File: src/rtl/img_pkg.sv
// Shared definitions for the image front end (frame loader and classifier).
//   IMG_DIM / IMG_PIXELS : frame geometry (28x28 = 784 binary pixels)
//   PIX_PER_WR           : pixels carried per accepted byte
//   state_t              : loader FSM states
//   frame_t              : one binary frame, bit index = row*IMG_DIM + col
// Optional macro IMG_PACKED_INPUT_EN: each byte carries 8 pre-binarized pixels.
package img_pkg;

    localparam int IMG_DIM    = 28;
    localparam int IMG_PIXELS = IMG_DIM * IMG_DIM;

`ifdef IMG_PACKED_INPUT_EN
    localparam int PIX_PER_WR = 8;
`else
    localparam int PIX_PER_WR = 1;
`endif

    typedef enum logic [1:0] {
        IDLE = 2'd0,
        LOAD = 2'd1,
        FULL = 2'd2
    } state_t;

    typedef logic [IMG_PIXELS-1:0] frame_t;

endpackage

File: src/rtl/img_frame_loader_pixel_binarizer.sv
// pixel_binarizer: turns one host byte into the pixel bits it represents.
//   data_in : host byte
//   pix     : PIX_PER_WR binary pixels, pix[0] is the lowest frame index
// Grayscale build: pix = (data_in >= THRESHOLD), unsigned compare.
// IMG_PACKED_INPUT_EN build: the byte is already 8 binary pixels, passed through.
module pixel_binarizer
    import img_pkg::*;
#(
    parameter logic [7:0] THRESHOLD = 8'd128
) (
    input  logic [7:0]            data_in,
    output logic [PIX_PER_WR-1:0] pix
);

`ifdef IMG_PACKED_INPUT_EN
    assign pix = data_in;
`else
    assign pix = (data_in >= THRESHOLD);
`endif

endmodule

File: src/rtl/img_frame_loader.sv
// img_frame_loader: assembles a 28x28 binary frame from a host byte stream and
// hands it to the classifier with a valid/consume handshake.
//   clk, reset (async, active low)
//   data_in, write_enable, sof : host byte stream, sof marks pixel 0
//   img_bits, img_valid         : completed frame, held until img_consume
//   img_consume                 : classifier took the frame (pulse)
//   pix_count                   : pixels accepted in the current frame
//   busy                        : frame partially loaded
//   overflow                    : sticky, a write arrived while a frame was pending
// Optional macro IMG_PACKED_INPUT_EN: 8 pre-binarized pixels per byte, 98 bytes/frame.
module img_frame_loader #(
    parameter int         IMG_DIM   = 28,
    parameter logic [7:0] THRESHOLD = 8'd128,
    parameter int         CNT_W     = 10
) (
    input  logic                         clk,
    input  logic                         reset,
    input  logic [7:0]                   data_in,
    input  logic                         write_enable,
    input  logic                         sof,
    output logic [IMG_DIM*IMG_DIM-1:0]   img_bits,
    output logic                         img_valid,
    input  logic                         img_consume,
    output logic [CNT_W-1:0]             pix_count,
    output logic                         busy,
    output logic                         overflow
);
    import img_pkg::*;

    localparam int NPIX = IMG_DIM * IMG_DIM;

    state_t                   state, state_nxt;
    logic [PIX_PER_WR-1:0]    pix;
    logic [CNT_W-1:0]         cnt_inc;
    logic [NPIX-1:0]          fresh_frame;
    logic                     restart;

    pixel_binarizer #(.THRESHOLD(THRESHOLD)) u_bin (
        .data_in (data_in),
        .pix     (pix)
    );

    assign cnt_inc     = pix_count + CNT_W'(PIX_PER_WR);
    // A new frame starts with every other position cleared.
    assign fresh_frame = NPIX'(pix);
    // First write out of IDLE, or a resync in LOAD, starts over at pixel 0.
    assign restart     = (state == IDLE) || sof;

    assign img_valid = (state == FULL);
    assign busy      = (state == LOAD);

    always_ff @(posedge clk or negedge reset) begin
        if (!reset) state <= IDLE;
        else        state <= state_nxt;
    end

    always_comb begin
        state_nxt = state;
        case (state)
            IDLE: if (write_enable) state_nxt = LOAD;
            LOAD: if (write_enable && !sof && cnt_inc == CNT_W'(NPIX)) state_nxt = FULL;
            FULL: if (img_consume) state_nxt = IDLE;
            default: state_nxt = IDLE;
        endcase
    end

    always_ff @(posedge clk or negedge reset) begin
        if (!reset) begin
            img_bits  <= '0;
            pix_count <= '0;
            overflow  <= 1'b0;
        end else begin
            case (state)
                IDLE, LOAD: begin
                    if (write_enable) begin
                        if (restart) begin
                            img_bits  <= fresh_frame;
                            pix_count <= CNT_W'(PIX_PER_WR);
                        end else begin
                            img_bits[pix_count +: PIX_PER_WR] <= pix;
                            pix_count <= cnt_inc;
                        end
                    end
                end
                FULL: begin
                    // Frame is held; any write is dropped and flagged.
                    if (write_enable) overflow <= 1'b1;
                    if (img_consume)  pix_count <= '0;
                end
                default: pix_count <= '0;
            endcase
        end
    end

endmodule

File: config.mk
export PLATFORM = sky130hd
export DESIGN_NAME = img_frame_loader
export DESIGN_NICKNAME = d
export VERILOG_FILES = /design/src/rtl/img_pkg.sv /design/src/rtl/img_frame_loader_pixel_binarizer.sv /design/src/rtl/img_frame_loader.sv
export SDC_FILE = /design/constraint.sdc
export NUM_CORES = 2
export LEC_CHECK = 0
export ABC_AREA = 1
export CORE_AREA = 3 3 314 316
export DETAILED_ROUTE_END_ITERATION = 8
export DIE_AREA = 0 0 317 319
export GPL_TIMING_DRIVEN = 0
export PLACE_DENSITY = 0.74
export REMOVE_ABC_BUFFERS = 1
export SLEW_MARGIN = 20
export SYNTH_ARGS = -nofsm -noshare
export SYNTH_HDL_FRONTEND = slang
export SYNTH_HIERARCHICAL = 1
export SYNTH_SLANG_ARGS = --single-unit
File: constraint.sdc
create_clock -name clk -period 3.4 [get_ports clk]
set_clock_uncertainty 0.2 [all_clocks]
set_input_delay 0.68 -clock clk [delete_from_list [all_inputs] [get_ports clk]]
set_output_delay 0.68 -clock clk [all_outputs]
set_load 0.005 [all_outputs]
# ---- Word level (Yosys, flattened, before mapping)
# Index checks and enable logic that the tools add are counted.
# W data, S select, Z words.
dict set report op_classes {
  n_addsub 2
  n_lt_le_gt_ge 1
  n_eq_ne 7
  n_shift 2
  muxes 10
  reduce_logical 10
}
# cell n
set op_table {}
lappend op_table {{$bwmux W784} 1}
lappend op_table {{$mux W784} 1}
lappend op_table {{$shift A1 B12 Y784 const A} 1}
lappend op_table {{$shiftx A1 B12 Y784} 1}
lappend op_table {{$mux W10} 3}
lappend op_table {{$pmux W10 S2} 1}
lappend op_table {{$neg A10 Y12} 1}
lappend op_table {{$add A10 B1 Y10 const B} 1}
lappend op_table {{$eq A10 B10 Y1 const B} 1}
lappend op_table {{$ge A8 B8 Y1 const B} 1}
lappend op_table {{$mux W2} 3}
lappend op_table {{$pmux W2 S3} 1}
lappend op_table {{$reduce_and A2 Y1} 3}
lappend op_table {{$ne A2 B1 Y1 const B} 2}
lappend op_table {{$ne A2 B2 Y1 const B} 2}
lappend op_table {{$reduce_and A3 Y1} 1}
lappend op_table {{$eq A2 B1 Y1 const B} 1}
lappend op_table {{$eq A2 B2 Y1 const B} 1}
lappend op_table {{$logic_and A1 B1 Y1} 2}
lappend op_table {{$logic_not A2 Y1} 1}
lappend op_table {{$reduce_or A2 Y1} 1}
lappend op_table {{$logic_not A1 Y1} 1}
lappend op_table {{$logic_or A1 B1 Y1} 1}
dict set report word_totals {
  reg_bits 797
  out_inout_bits 797
  elab_cells 36
}

# ---- Longest topological paths before layout
dict set report logic_depth {
  ltp_word 5
  ltp_mapped 18
}

# ---- Cells and area by module
# Netlist, hierarchy kept.
# module n_inst cells_each area_per_inst_um2
set modules_own_cells {}
lappend modules_own_cells {img_frame_loader 1 5977 42494.5}
lappend modules_own_cells {pixel_binarizer 1 1 3.8}

# ---- Worst setup path before layout
# Ideal clock, no wire load.
dict set report synth_timing {
  kind {register -> register}
  from {register pix_count[0]}
  to {register img_bits[291]}
  arrival_ps 2343
  slack_ps 741
  stages_incl_launch_ff 16
  path_buffers 2
  period_less_slack_ps 2659
  path_cell_list {dfrtp_1 > inv_2 > ha_1 > inv_1 > nor2_1 > nand2_1 > o21ai_1 > nand2_1 > inv_2 > buf_2 > buf_1 > nand2_1 > nor3_1 > o21ai_0 > nand2_1 > nand2_1}
}
dict set report synth_via {
  elab_chain_len 4
  word_cells_on_any_way 5
  cone_classes {add/sub: 1; shift: 2; mux: 2}
}
# element line
set synth_lines {}
lappend synth_lines {{start, declared} img_frame_loader.sv:24} ;# output logic [CNT_W-1:0] pix_count,
lappend synth_lines {{start signal, assigned} img_frame_loader.sv:78} ;# pix_count <= CNT_W'(PIX_PER_WR);
lappend synth_lines {{start signal, assigned} img_frame_loader.sv:81} ;# pix_count <= cnt_inc;
lappend synth_lines {{$neg A10 Y12 *} img_frame_loader.sv:80} ;# img_bits[pix_count +: PIX_PER_WR] <= pix;
lappend synth_lines {{$shiftx A1 B12 Y784 or $shift A1 B12 Y784 (tied branches)} img_frame_loader.sv:80}
lappend synth_lines {{$bwmux W784 *} img_frame_loader.sv:80}
lappend synth_lines {{$mux W784 *} img_frame_loader.sv:76} ;# if (restart) begin
lappend synth_lines {{end signal, assigned} img_frame_loader.sv:77} ;# img_bits <= fresh_frame;
lappend synth_lines {{end signal, assigned by index} img_frame_loader.sv:80}
lappend synth_lines {{end, declared} img_frame_loader.sv:21} ;# output logic [IMG_DIM*IMG_DIM-1:0] img_bits,
# Every way passes the cells marked *; elsewhere a longest branch is shown, timed or not.
# A chain may end at the register's enable or synchronous reset.

# ---- Worst setup path in the final report
dict set report layout_timing {
  from {register pix_count[0]}
  to {register img_bits[70]}
}
# The elaborated chain is that of the path after synthesis.

==> metrics.md <==
| Metric | Value |
|---|---|
| Status | `completed` |
| Drt wl/cell | `roughly 26 µm` |
| Starting Density | `0.441` |
| Initial antenna violation count | `6` |
| Tcrit/Tclk final | `0.987` |
| Fin. max-slew vios | `0` |
| Hold WC Path Type | `input port to flop` |
| Vert. Die Dim | `~320 µm` |
| CP Launch Point | `pix_count[0]` |
| Cell Area, Synth | `42500 µm²` |
| DRC | `0` |
| Max_slew headroom | `0.208` |
| IO Pins | `between 800 and 900` |
| Min Hold Slack | `approximately 140 ps` |
| Post-Syn Area per Cell | `approximately 7.1 µm²` |
| DR iter-0 viols | `approximately 7000` |
| Endpoints failing setup | `0` |
| Setup TNS | `0 ps` |
| RR Startpoint | `pix_count[0]` |
| DP HPWL | `approximately 120000 µm` |
| Critical Path Start Type | `flop` |
| Hold_sp | `write_enable` |
| Multi-input gate area | `between 20000 and 25000 µm²` |
| GP Congestion | `~0.84` |
| Share of post-route cells with drive strength above 1 | `0.0808` |
| Main flop type after synthesis | `dfrtp_1` |
| Synthesis-to-layout area growth | `38.3%` |
| Via count | `slightly below 50000` |
| Vias in the first global route | `45600` |
| Pwr Total | `~27 mW` |
| Clock tree root buffer cell | `clkbuf_16` |
| Max Freq | `between 200 and 300 MHz` |
| Fin. Hold Viols | `0` |
| Most frequent cells in the layout | `nand2_1 (2391), clkdlybuf4s50_1 (798), dfrtp_1 (787)` |
| Pin count of the biggest net entering global routing | `137` |
| First-pass DRT Iterations | `9` |
| Num rows | `roughly 110` |
| Cell accounting for the most synthesized area | `dfrtp_1` |
| Distinct cells, synth | `39` |
| Synth Instances | `~6000` |
| Synth top area share | `0.469` |
| Static leakage | `27.1 nW` |
| Grt ovf | `0` |
| Cell total after placement | `approximately 7700` |
| Actual slew at the worst max-slew pin | `between 1000 and 1500 ps` |
| Ranking of synthesized cells by area | `dfrtp_1 (47%), nand2_1 (21%), o21ai_0 (5.8%), nand3_1 (4.3%), nor2_1 (4.3%)` |
| Die width | `317 µm` |
| GRT Overall Usage | `0.385` |
| Worst setup EP type | `flop` |
| Post-DRT Antenna Nets | `0` |
| Buffers on Ports | `between 800 and 900` |
| PD cells | `between 400 and 500 nW/µm²` |
| CP Class | `flop to flop` |
| Routed WL | `just over 200000 µm` |
| Post-synthesis async set-or-reset flop share | `1.00` |
| EDFF count, synth | `0` |
| Dpl ws | `-3010 ps` |
| Fillers | `about 8000` |
| Post-Layout Cell Count | `7970` |
| Core area | `a little under 100000 µm²` |
| Worst skew pair latency | `about 690 ps` |
| Die footprint | `about 100000 µm²` |
| Required time of the critical path | `about 3800 ps` |
| Worst EP arrival | `~3700 ps` |
| Clock Sinks | `about 800` |
| Register area share after synthesis | `0.469` |
| Register area | `approximately 20000 µm²` |
| First-pass GRT wire length | `295000 µm` |
| Max_cap viols | `0` |
| CP Max Fanout | `36` |
| Placed inst area | `53400 µm²` |
| Fin nets | `between 6000 and 7000` |
| CTS tree | `built` |
| Max IR drop VDD | `393 µV` |
| DR vias/cell | `6.05` |
| Post-route cell area | `slightly below 60000 µm²` |
| Synthesis warning total | `6` |
| Flops & latches, synth | `about 800` |
| Clk buf depth | `3` |
| Tmin final | `approximately 3400 ps` |
| Final worst setup slack | `45.3 ps` |
| Commonest non-fill, non-tap cell in the layout | `nand2_1` |
| RSZ-0062 raised after global routing | `yes` |
| Num CTS Buffers | `around 90` |
| H-tree depth | `3` |
| Util after Layout | `0.610` |
| Worst-path clk slew | `approximately 70 ps` |
==> area by class of cell <==
| cell class | count | area share |
|---|---|---|
| multi-input combinational | 4513 | 0.349 |
| timing repair inverter | 6 | 0.000937 |
| sequential | 797 | 0.340 |
| clock inverter | 17 | 0.00415 |
| timing repair buffer | 1053 | 0.219 |
| antenna | 2 | 0.0000852 |
| tap | 1276 | 0.0272 |
| inverter | 171 | 0.0149 |
| clock buffer | 135 | 0.0459 |
==> per-layer routing <==
| layer | wire [µm] | share of wire | global-route usage | up-vias |
|---|---|---|---|---|
| li1 | - | - | - | 20900 |
| met1 | 72900 | 0.35 | 0.474 | 23000 |
| met2 | 89200 | 0.43 | 0.580 | 3512 |
| met3 | 27700 | 0.13 | 0.123 | 850 |
| met4 | 16400 | 0.080 | 0.254 | 4 |
| met5 | 23 | 0.00011 | 0 | - |
==> sequential cells by signal (all words and copies together) (netlist names) <==
name and cells:
img_bits 784, overflow 1, pix_count 10, state 2
==> power by group <==
part / total (mW) / internal (mW) / switching [mW] / leakage (nW)
clock: 10.1 / 5.88 / 4.20 / 1.44
combinational: 7.19 / 1.97 / 5.22 / 14.5
sequential: 9.52 / 9.51 / 0.0158 / 11.1
total: 26.8 / 17.4 / 9.44 / 27.1
==> final timing paths <==
path                                       to  slack (ps)  cells after the start
worst max-delay path             img_bits[70]          50                     18
worst min-delay path                 overflow         140                      2
worst max register to register   img_bits[70]          50                     18
worst min register to register       overflow         260                      1
max in group asynchronous       img_bits[471]         400                      5
min in group asynchronous       img_bits[302]         350                      2
==> kinds of logic after synthesis <==
group | synth area share
and+or+nand+nor | 0.365
DFF | 0.469
AOI/OAI and AO/OA | 0.0972
buffers and inverters | 0.0650
xor gates and xnor gates | 0.00244
adders and majority gates | 0.000883
==> critical path: stages (launching register included) <==
cell and delay [ps]:
dfrtp_2 400, inv_6 80, ha_1 230, inv_1 150, nor2_4 70, nand3_4 140
inv_1 90, nand2_1 120, clkinv_4 140, nor2_8 180, buf_6 250, buf_16 250
buf_16 240, buf_16 230, nand3_1 110, nand2_1 90, nand2_1 60, nand2_1 60
nand2_1 50
==> cells in the mapped netlist (2+ instances only) <==
cell type	number
nor4_2	4
inv_1	152
nor2_8	2
dfrtp_1	797
nor2_4	3
nand2_4	3
clkbuf_1	298
nand4_1	267
a22o_1	39
xor2_2	2
nor2_2	6
nor2_1	483
a21oi_1	88
nor3_1	158
ha_1	3
buf_1	76
nor3_2	12
nand4_2	3
nand2_2	3
nand3_1	365
buf_2	116
nor4_1	2
buf_4	15
clkinv_2	2
o21ai_0	489
o31ai_1	3
inv_2	17
o22ai_1	65
o21ai_1	85
o21bai_1	2
a21o_1	2
xor2_1	4
buf_6	2
nand2_1	2405
==> repair_timing <==
item                                   in CTS  in global routing
endpoints found under the hold margin     116                  0
cloned                                     32                 14
resized for setup                         106                 82
hold buffers                                1                  0
setup buffers                              56                 31
setup endpoints to repair                 783                541
pin swaps                                  23                 10
Power figures use the tool's default switching activity.
